==> src/rtl/control_sequencer.sv <==
// Hardwired fetch/decode/execute control unit for the bus-based datapath.
// Define CU_MULDIV_EN to enable the MUL/DIV (op 5'h0E/5'h0F) sequences.
module control_sequencer (
  input  logic        clk,
  input  logic        clr,
  input  logic [31:0] ir,
  input  logic        mem_ack,
  output logic [15:0] reg_in,
  output logic [15:0] reg_out,
  output logic        PCout,
  output logic        PCin,
  output logic        IRin,
  output logic        MARin,
  output logic        MDRin,
  output logic        MDRout,
  output logic        MDR_read,
  output logic        Yin,
  output logic        Zin,
  output logic        Zlowout,
  output logic        Zhighout,
  output logic        HIin,
  output logic        HIout,
  output logic        LOin,
  output logic        LOout,
  output logic [4:0]  control,
  output logic        mem_rd,
  output logic        halted,
  output logic        illegal
);

  typedef enum logic [3:0] {
    S_T0, S_T1, S_T2, S_T3, S_T4, S_T5, S_T6, S_T7, S_HALT
  } state_t;

  localparam logic [4:0] OP_ALU_MAX = 5'h0B;
  localparam logic [4:0] OP_MUL     = 5'h0E;
  localparam logic [4:0] OP_DIV     = 5'h0F;
  localparam logic [4:0] OP_MFHI    = 5'h10;
  localparam logic [4:0] OP_MFLO    = 5'h11;
  localparam logic [4:0] OP_NOP     = 5'h12;
  localparam logic [4:0] OP_HALT    = 5'h13;
  localparam logic [4:0] ALU_INC    = 5'h1F;

  state_t state_reg, state_next;

  logic [4:0]  op;
  logic [3:0]  ra, rb, rc;
  logic [15:0] ra_hot, rb_hot, rc_hot;
  logic        is_alu, is_muldiv;
  logic        unused_ir_bits;

  assign op = ir[31:27];
  assign ra = ir[26:23];
  assign rb = ir[22:19];
  assign rc = ir[18:15];
  assign unused_ir_bits = ^ir[14:0];

  for (genvar gi = 0; gi < 16; gi++) begin : g_hot
    assign ra_hot[gi] = (ra == 4'(gi));
    assign rb_hot[gi] = (rb == 4'(gi));
    assign rc_hot[gi] = (rc == 4'(gi));
  end

  assign is_alu = (op <= OP_ALU_MAX);
`ifdef CU_MULDIV_EN
  assign is_muldiv = (op == OP_MUL) || (op == OP_DIV);
`else
  assign is_muldiv = 1'b0;
`endif

  always_ff @(posedge clk) begin
    if (!clr) state_reg <= S_T0;
    else      state_reg <= state_next;
  end

  // Outputs are forced low combinationally while clr is held, so the
  // T0 strobes appear in the very cycle clr is released.
  always_comb begin
    state_next = state_reg;
    reg_in     = 16'h0000;
    reg_out    = 16'h0000;
    PCout      = 1'b0;
    PCin       = 1'b0;
    IRin       = 1'b0;
    MARin      = 1'b0;
    MDRin      = 1'b0;
    MDRout     = 1'b0;
    MDR_read   = 1'b0;
    Yin        = 1'b0;
    Zin        = 1'b0;
    Zlowout    = 1'b0;
    Zhighout   = 1'b0;
    HIin       = 1'b0;
    HIout      = 1'b0;
    LOin       = 1'b0;
    LOout      = 1'b0;
    control    = 5'h00;
    mem_rd     = 1'b0;
    halted     = 1'b0;
    illegal    = 1'b0;
    if (clr) begin
      case (state_reg)
        S_T0: begin
          PCout      = 1'b1;
          MARin      = 1'b1;
          control    = ALU_INC;
          Zin        = 1'b1;
          state_next = S_T1;
        end
        S_T1: begin
          Zlowout    = 1'b1;
          PCin       = 1'b1;
          mem_rd     = 1'b1;
          state_next = S_T2;
        end
        S_T2: begin
          mem_rd     = 1'b1;
          MDR_read   = 1'b1;
          MDRin      = mem_ack;
          state_next = mem_ack ? S_T3 : S_T2;
        end
        S_T3: begin
          MDRout     = 1'b1;
          IRin       = 1'b1;
          state_next = S_T4;
        end
        S_T4: begin
          state_next = S_T0;
          if (is_alu) begin
            reg_out    = rb_hot;
            Yin        = 1'b1;
            state_next = S_T5;
          end else if (is_muldiv) begin
            reg_out    = ra_hot;
            Yin        = 1'b1;
            state_next = S_T5;
          end else if (op == OP_MFHI) begin
            HIout  = 1'b1;
            reg_in = ra_hot;
          end else if (op == OP_MFLO) begin
            LOout  = 1'b1;
            reg_in = ra_hot;
          end else if (op == OP_HALT) begin
            state_next = S_HALT;
          end else if (op != OP_NOP) begin
            illegal = 1'b1;
          end
        end
        S_T5: begin
          state_next = S_T0;
          if (is_alu || is_muldiv) begin
            reg_out    = is_alu ? rc_hot : rb_hot;
            control    = op;
            Zin        = 1'b1;
            state_next = S_T6;
          end
        end
        S_T6: begin
          Zlowout    = 1'b1;
          state_next = S_T0;
          if (is_muldiv) begin
            LOin       = 1'b1;
            state_next = S_T7;
          end else begin
            reg_in = ra_hot;
          end
        end
        S_T7: begin
          Zhighout   = 1'b1;
          HIin       = 1'b1;
          state_next = S_T0;
        end
        S_HALT: begin
          halted     = 1'b1;
          state_next = S_HALT;
        end
        default: state_next = S_T0;
      endcase
    end
  end

endmodule
==> config.mk <==
export PLATFORM = sky130hd
export DESIGN_NAME = control_sequencer
export DESIGN_NICKNAME = d
export VERILOG_FILES = /design/src/rtl/control_sequencer.sv
export SDC_FILE = /design/constraint.sdc
export NUM_CORES = 1
export LEC_CHECK = 0
export BUFFER_PORTS_ARGS = -buffer_cell sky130_fd_sc_hd__buf_2
export CAP_MARGIN = 40
export CORE_MARGIN = 4
export CORE_UTILIZATION = 40
export DETAILED_ROUTE_END_ITERATION = 12
export HOLD_SLACK_MARGIN = 0.02
export PLACE_DENSITY_LB_ADDON = 0.3
export SLEW_MARGIN = 0
export SYNTH_ARGS = -nofsm -noshare
export SYNTH_HDL_FRONTEND = slang
export SYNTH_SLANG_ARGS = --single-unit
==> constraint.sdc <==
create_clock -name clk -period 1.96 [get_ports clk]
set_input_delay 0.294 -clock clk [delete_from_list [all_inputs] [get_ports clk]]
set_output_delay 0.294 -clock clk [all_outputs]
set_load 0.05 [all_outputs]
==> flow_metrics.tcl, run 1 <==
set metrics [dict create \
    routabilityCongestion 0.8455 \
    synth.net_count 201 \
    dpl.hpwl_mm 3.833 \
    rows 19 \
    grt_max_degree 25 \
    portBuffers 73 \
    cts.path.max_buffers 2 \
    synth-seq-cells 4 \
    yosysSeqAreaShare_pct 6.809 \
    cts_buffers 3 \
    ys_warn_count 0 \
    worstEpCategory "primary output" \
    stop_stage "global routing (5_1_grt)" \
    synth_ff_type "dfxtp_1" \
    crit_endpoint "reg_out[1]" \
    tool.error "[ERROR DPL-0033] detailed placement checks failed during check placement." \
    root_buffer "clkbuf_4" \
    netlist_area_um2 1176 \
    post-place-ws_ns -0.05289 \
    fp.dieH_um 62.23 \
    die_x_um 62.23 \
    status "stopped before the end" \
    placed_cell_area_um2 2095 \
    syn-instance-count 166 \
    antenna_found_initial 1 \
    synthDistinctLibCells 38 \
    hold_buffers 0 \
    start_util_pct 42.29 \
    syn_avg_cell_area_um2 7.085 \
    ios 90 \
    cts_sinks 4 \
    synth-async-reset-ratio_pct 0 \
    cts_max_level 1 \
    synth-edff-count 0 \
]
[metrics by stage]
stage	instances	util, %
CTS	284	90.60
detailed placement	271	75.30
global placement	271	75.30
floorplan	166	-
[synth_stat cells, types with 2 or more instances]
library cell,instances,area [um^2]
nor4b_1,6,52.55
inv_1,4,15.01
or2_2,2,12.51
nor2b_1,15,93.84
buf_4,4,30.03
and2_1,7,43.79
a21oi_1,16,80.08
and4_1,2,17.52
nor2_1,8,30.03
o22ai_1,3,18.77
a31o_2,4,35.03
nand2_1,7,26.28
dfxtp_1,4,80.08
nor4_1,2,12.51
nor3b_1,2,15.01
nand3_1,4,20.02
nor3_1,3,15.01
nand4_1,26,162.7
nor4_2,9,112.6
clkbuf_1,12,45.04
nand2b_1,5,31.28
a21o_1,2,15.01
buf_2,2,10.01
nor4b_4,3,71.32
[what timing repair did]
item                                    in CTS
endpoints found under the setup margin      44
pin swaps                                   15
gates cloned                                 2
buffers inserted                             8
gates resized for setup                    102
[cells by family after synthesis]
group / after synthesis / synth area share [%]
AND/OR/NAND/NOR: 106 / 65.11
other: 1 / 0.3188
buffers and inverters: 24 / 9.786
AO/OA/AOI/OAI: 31 / 17.98
flip-flops: 4 / 6.809
==> run 2: changes to the inputs <==
--- a/config.mk
+++ b/config.mk
@@ -8,10 +8,9 @@
 export BUFFER_PORTS_ARGS = -buffer_cell sky130_fd_sc_hd__buf_2
 export CAP_MARGIN = 40
 export CORE_MARGIN = 4
-export CORE_UTILIZATION = 40
+export CORE_UTILIZATION = 25
 export DETAILED_ROUTE_END_ITERATION = 12
-export HOLD_SLACK_MARGIN = 0.02
-export PLACE_DENSITY_LB_ADDON = 0.3
+export PLACE_DENSITY_LB_ADDON = 0.15
 export SLEW_MARGIN = 0
 export SYNTH_ARGS = -nofsm -noshare
 export SYNTH_HDL_FRONTEND = slang
==> run 2 against run 1 <==
Compared with the run above:
- the flow now finishes, with violations (setup timing)
- synthesized area did not move
- synthesized cell count is the same
==> flow_metrics.tcl, run 2 <==
set metrics [dict create \
    start_util_pct 26.46 \
    synth_ff_type "dfxtp_1" \
    leakage_nw 1.070 \
    avgViaCountPerCell 5.249 \
    root_buffer "clkbuf_8" \
    hp-class "in -> reg" \
    ios 90 \
    cp-end-kind "primary output" \
    post-place-ws_ns -0.04507 \
    power_density_nw_per_um2 298.0 \
    wl_met1_mm 2.041 \
    worst_ep_arrival_time_ns 1.81 \
    wire_per_inst_um 15.75 \
    worst_path_most_repeated_cell "nor4b_4" \
    layout_common_cells "47 x buf_6, 30 x buf_2, 30 x buf_4" \
    diodes 0 \
    netlist_top_cells_count "26 x nand4_1, 16 x a21oi_1, 15 x nor2b_1" \
    portBuffers 73 \
    cts_sinks 4 \
    pwr-share-comb_pct 64.8 \
    slew_headroom_pct 65.40 \
    startpoint "state_reg[1]$_SDFF_PN0_" \
    seqPwrFrac_pct 12.3 \
    rows 24 \
    path_cells "nor4b_4 > buf_4 > a32oi_4 > buf_12 > nor4b_4 > buf_6" \
    rsz0062_at_grt "yes" \
    syn-instance-count 166 \
    peakVddDrop_uv 290.9 \
    dr_wl_met3_um 234 \
    violations "setup timing" \
    max_stage_delay_ns 0.35 \
    design.core.area_um2 4444 \
    met2WireLength_mm 2.590 \
    ys_warn_count 0 \
    power_switching_mw 0.3835 \
    synth.net_count 201 \
    synth_top_area_share_pct 13.83 \
    yosysSeqAreaShare_pct 6.809 \
    via_count 1643 \
    drv_slew 0 \
    grt_usage_pct 15.95 \
    ys_top_cells_by_area "nand4_1 14%, nor4_2 9.6%, nor2b_1 8.0%, a21oi_1 6.8%, dfxtp_1 6.8%" \
    largest_reg_flops 4 \
    synth.most_common_cell "nand4_1" \
    drt_iter0_markers 44 \
    netlist_area_um2 1176 \
    synth-seq-cells 4 \
    hold_slack_ns 0.3549 \
    path_delay_family "simple AND/OR/NAND/NOR gates" \
    dpl.hpwl_mm 3.561 \
    tightestPinTransition_ns 0.5190 \
    tritoncts "built" \
    overflow 0 \
    worst_setup_path_start_kind "register" \
    wirelength_mm 4.929 \
    routabilityCongestion 0.8010 \
    grt_max_degree 17 \
    sw_frac_of_total_pct 47.90 \
    hold_buffers 0 \
    worst_slack_ns -0.1418 \
    slowest_stage "dfxtp_4" \
    report.final.setup_viol 31 \
    r2r_start "state_reg[1]$_SDFF_PN0_" \
    dieArea_um2 5866 \
    finalHoldViolations 0 \
    finalCritPeriodShare_pct 107.2 \
    synth-async-reset-ratio_pct 0 \
    cts.path.max_buffers 2 \
    finalSetupTns_ns -1.774 \
    clock_skew_ns 0.001949 \
    syn_avg_cell_area_um2 7.085 \
    path_class "reg -> out" \
    synth_area_leader_cell "nand4_1" \
    die_x_um 76.59 \
    grt_pass1_vias 1617 \
    worstSkewPairLatency_ns 0.23 \
    cts_buffers 3 \
    fin_crit_ns 2.102 \
    fin_nets 298 \
    drv_cap 0 \
    route.detailed.drc 0 \
    final_util_pct 60.44 \
    layout_commonest_cell "buf_6" \
    critPathBufInv 3 \
    antenna_found_initial 0 \
    required_ns 1.67 \
    fp.dieH_um 76.59 \
    cts_max_level 1 \
    ant_nets 0 \
    top_layer_used "met4" \
    internal_power_mw 0.4170 \
    hold_start "ir[28]" \
    path_clk_slew_ns 0.03 \
    fmax_mhz 475.8 \
    synthDistinctLibCells 38 \
    p_clk_share_pct 23.0 \
    grt_pass1_wl_mm 7.734 \
    first_pass_iters 4 \
    drive_gt1_share_pct 68.20 \
    area_delta_synth_final_pct 128.4 \
    status "finished, violations left" \
    critPathMaxFanout 4 \
    r2r_slack_ns 0.56 \
    synth-edff-count 0 \
]
==> run 2: final cells by class <==
class | instances | area, um^2
multi-input cells | 138 | 1480
clock buffers | 3 | 41.29
repair buffers | 112 | 994.7
fillers | 388 | 1758
flip-flops and latches | 4 | 90.09
well taps | 52 | 65.06
inverters | 4 | 15.01
==> run 2: cells by family after synthesis <==
family	Yosys count	share of synthesized area, %
AND/OR/NAND/NOR	106	65.11
AO/OA/AOI/OAI	31	17.98
buffers and inverters	24	9.786
flip-flops	4	6.809
other	1	0.3188
==> run 2: power by group through the flow <==
stage | sequential, mW | clock (mW) | combinational (mW)
3_3_place_gp | 0.0998 | 0 | 0.460
6_report | 0.0983 | 0.184 | 0.518
4_1_cts | 0.0994 | 0.189 | 0.474
3_5_place_dp | 0.0994 | 0 | 0.461
5_1_grt | 0.0994 | 0.191 | 0.551
2_1_floorplan | 0.0966 | 0 | 0.341
==> run 2: metrics by stage <==
stage | total power, mW | instance area, um^2 | instances
after floorplan | 0.4371 | 1659 | 166
after detailed placement | 0.5604 | 2202 | 299
after global routing | 0.8418 | 2686 | 313
after global placement | 0.5602 | 2202 | 299
final | 0.8005 | 2686 | 313
after CTS | 0.7624 | 2504 | 304
==> run 2: worst paths after layout <==
check,end,cells after the start
setup / recovery,reg_in[14],6
hold / removal,state_reg[3]$_SDFF_PN0_,3
setup reg to reg,state_reg[3]$_SDFF_PN0_,7
hold reg to reg,state_reg[0]$_SDFF_PN0_,2
==> run 2: timing repair <==
item	in CTS	in global routing
endpoints found under the hold margin	0	0
gates cloned	0	1
setup endpoints to repair	43	47
buffers inserted	2	8
resized for setup	80	36
pin swaps	12	22
==> run 2: worst min-delay path, cell delays in order <==
cell and delay [ns]:
buf_2 0.12, nand4_1 0.07, a21oi_1 0.06
==> run 2: routing by layer <==
layer	GRT usage, %	vias up
met4	5.435	0
li1	-	837
met2	28.82	47
met3	2.719	4
met1	18.82	755
met5	0	-
Note: power is estimated with default switching activity, not from simulation.
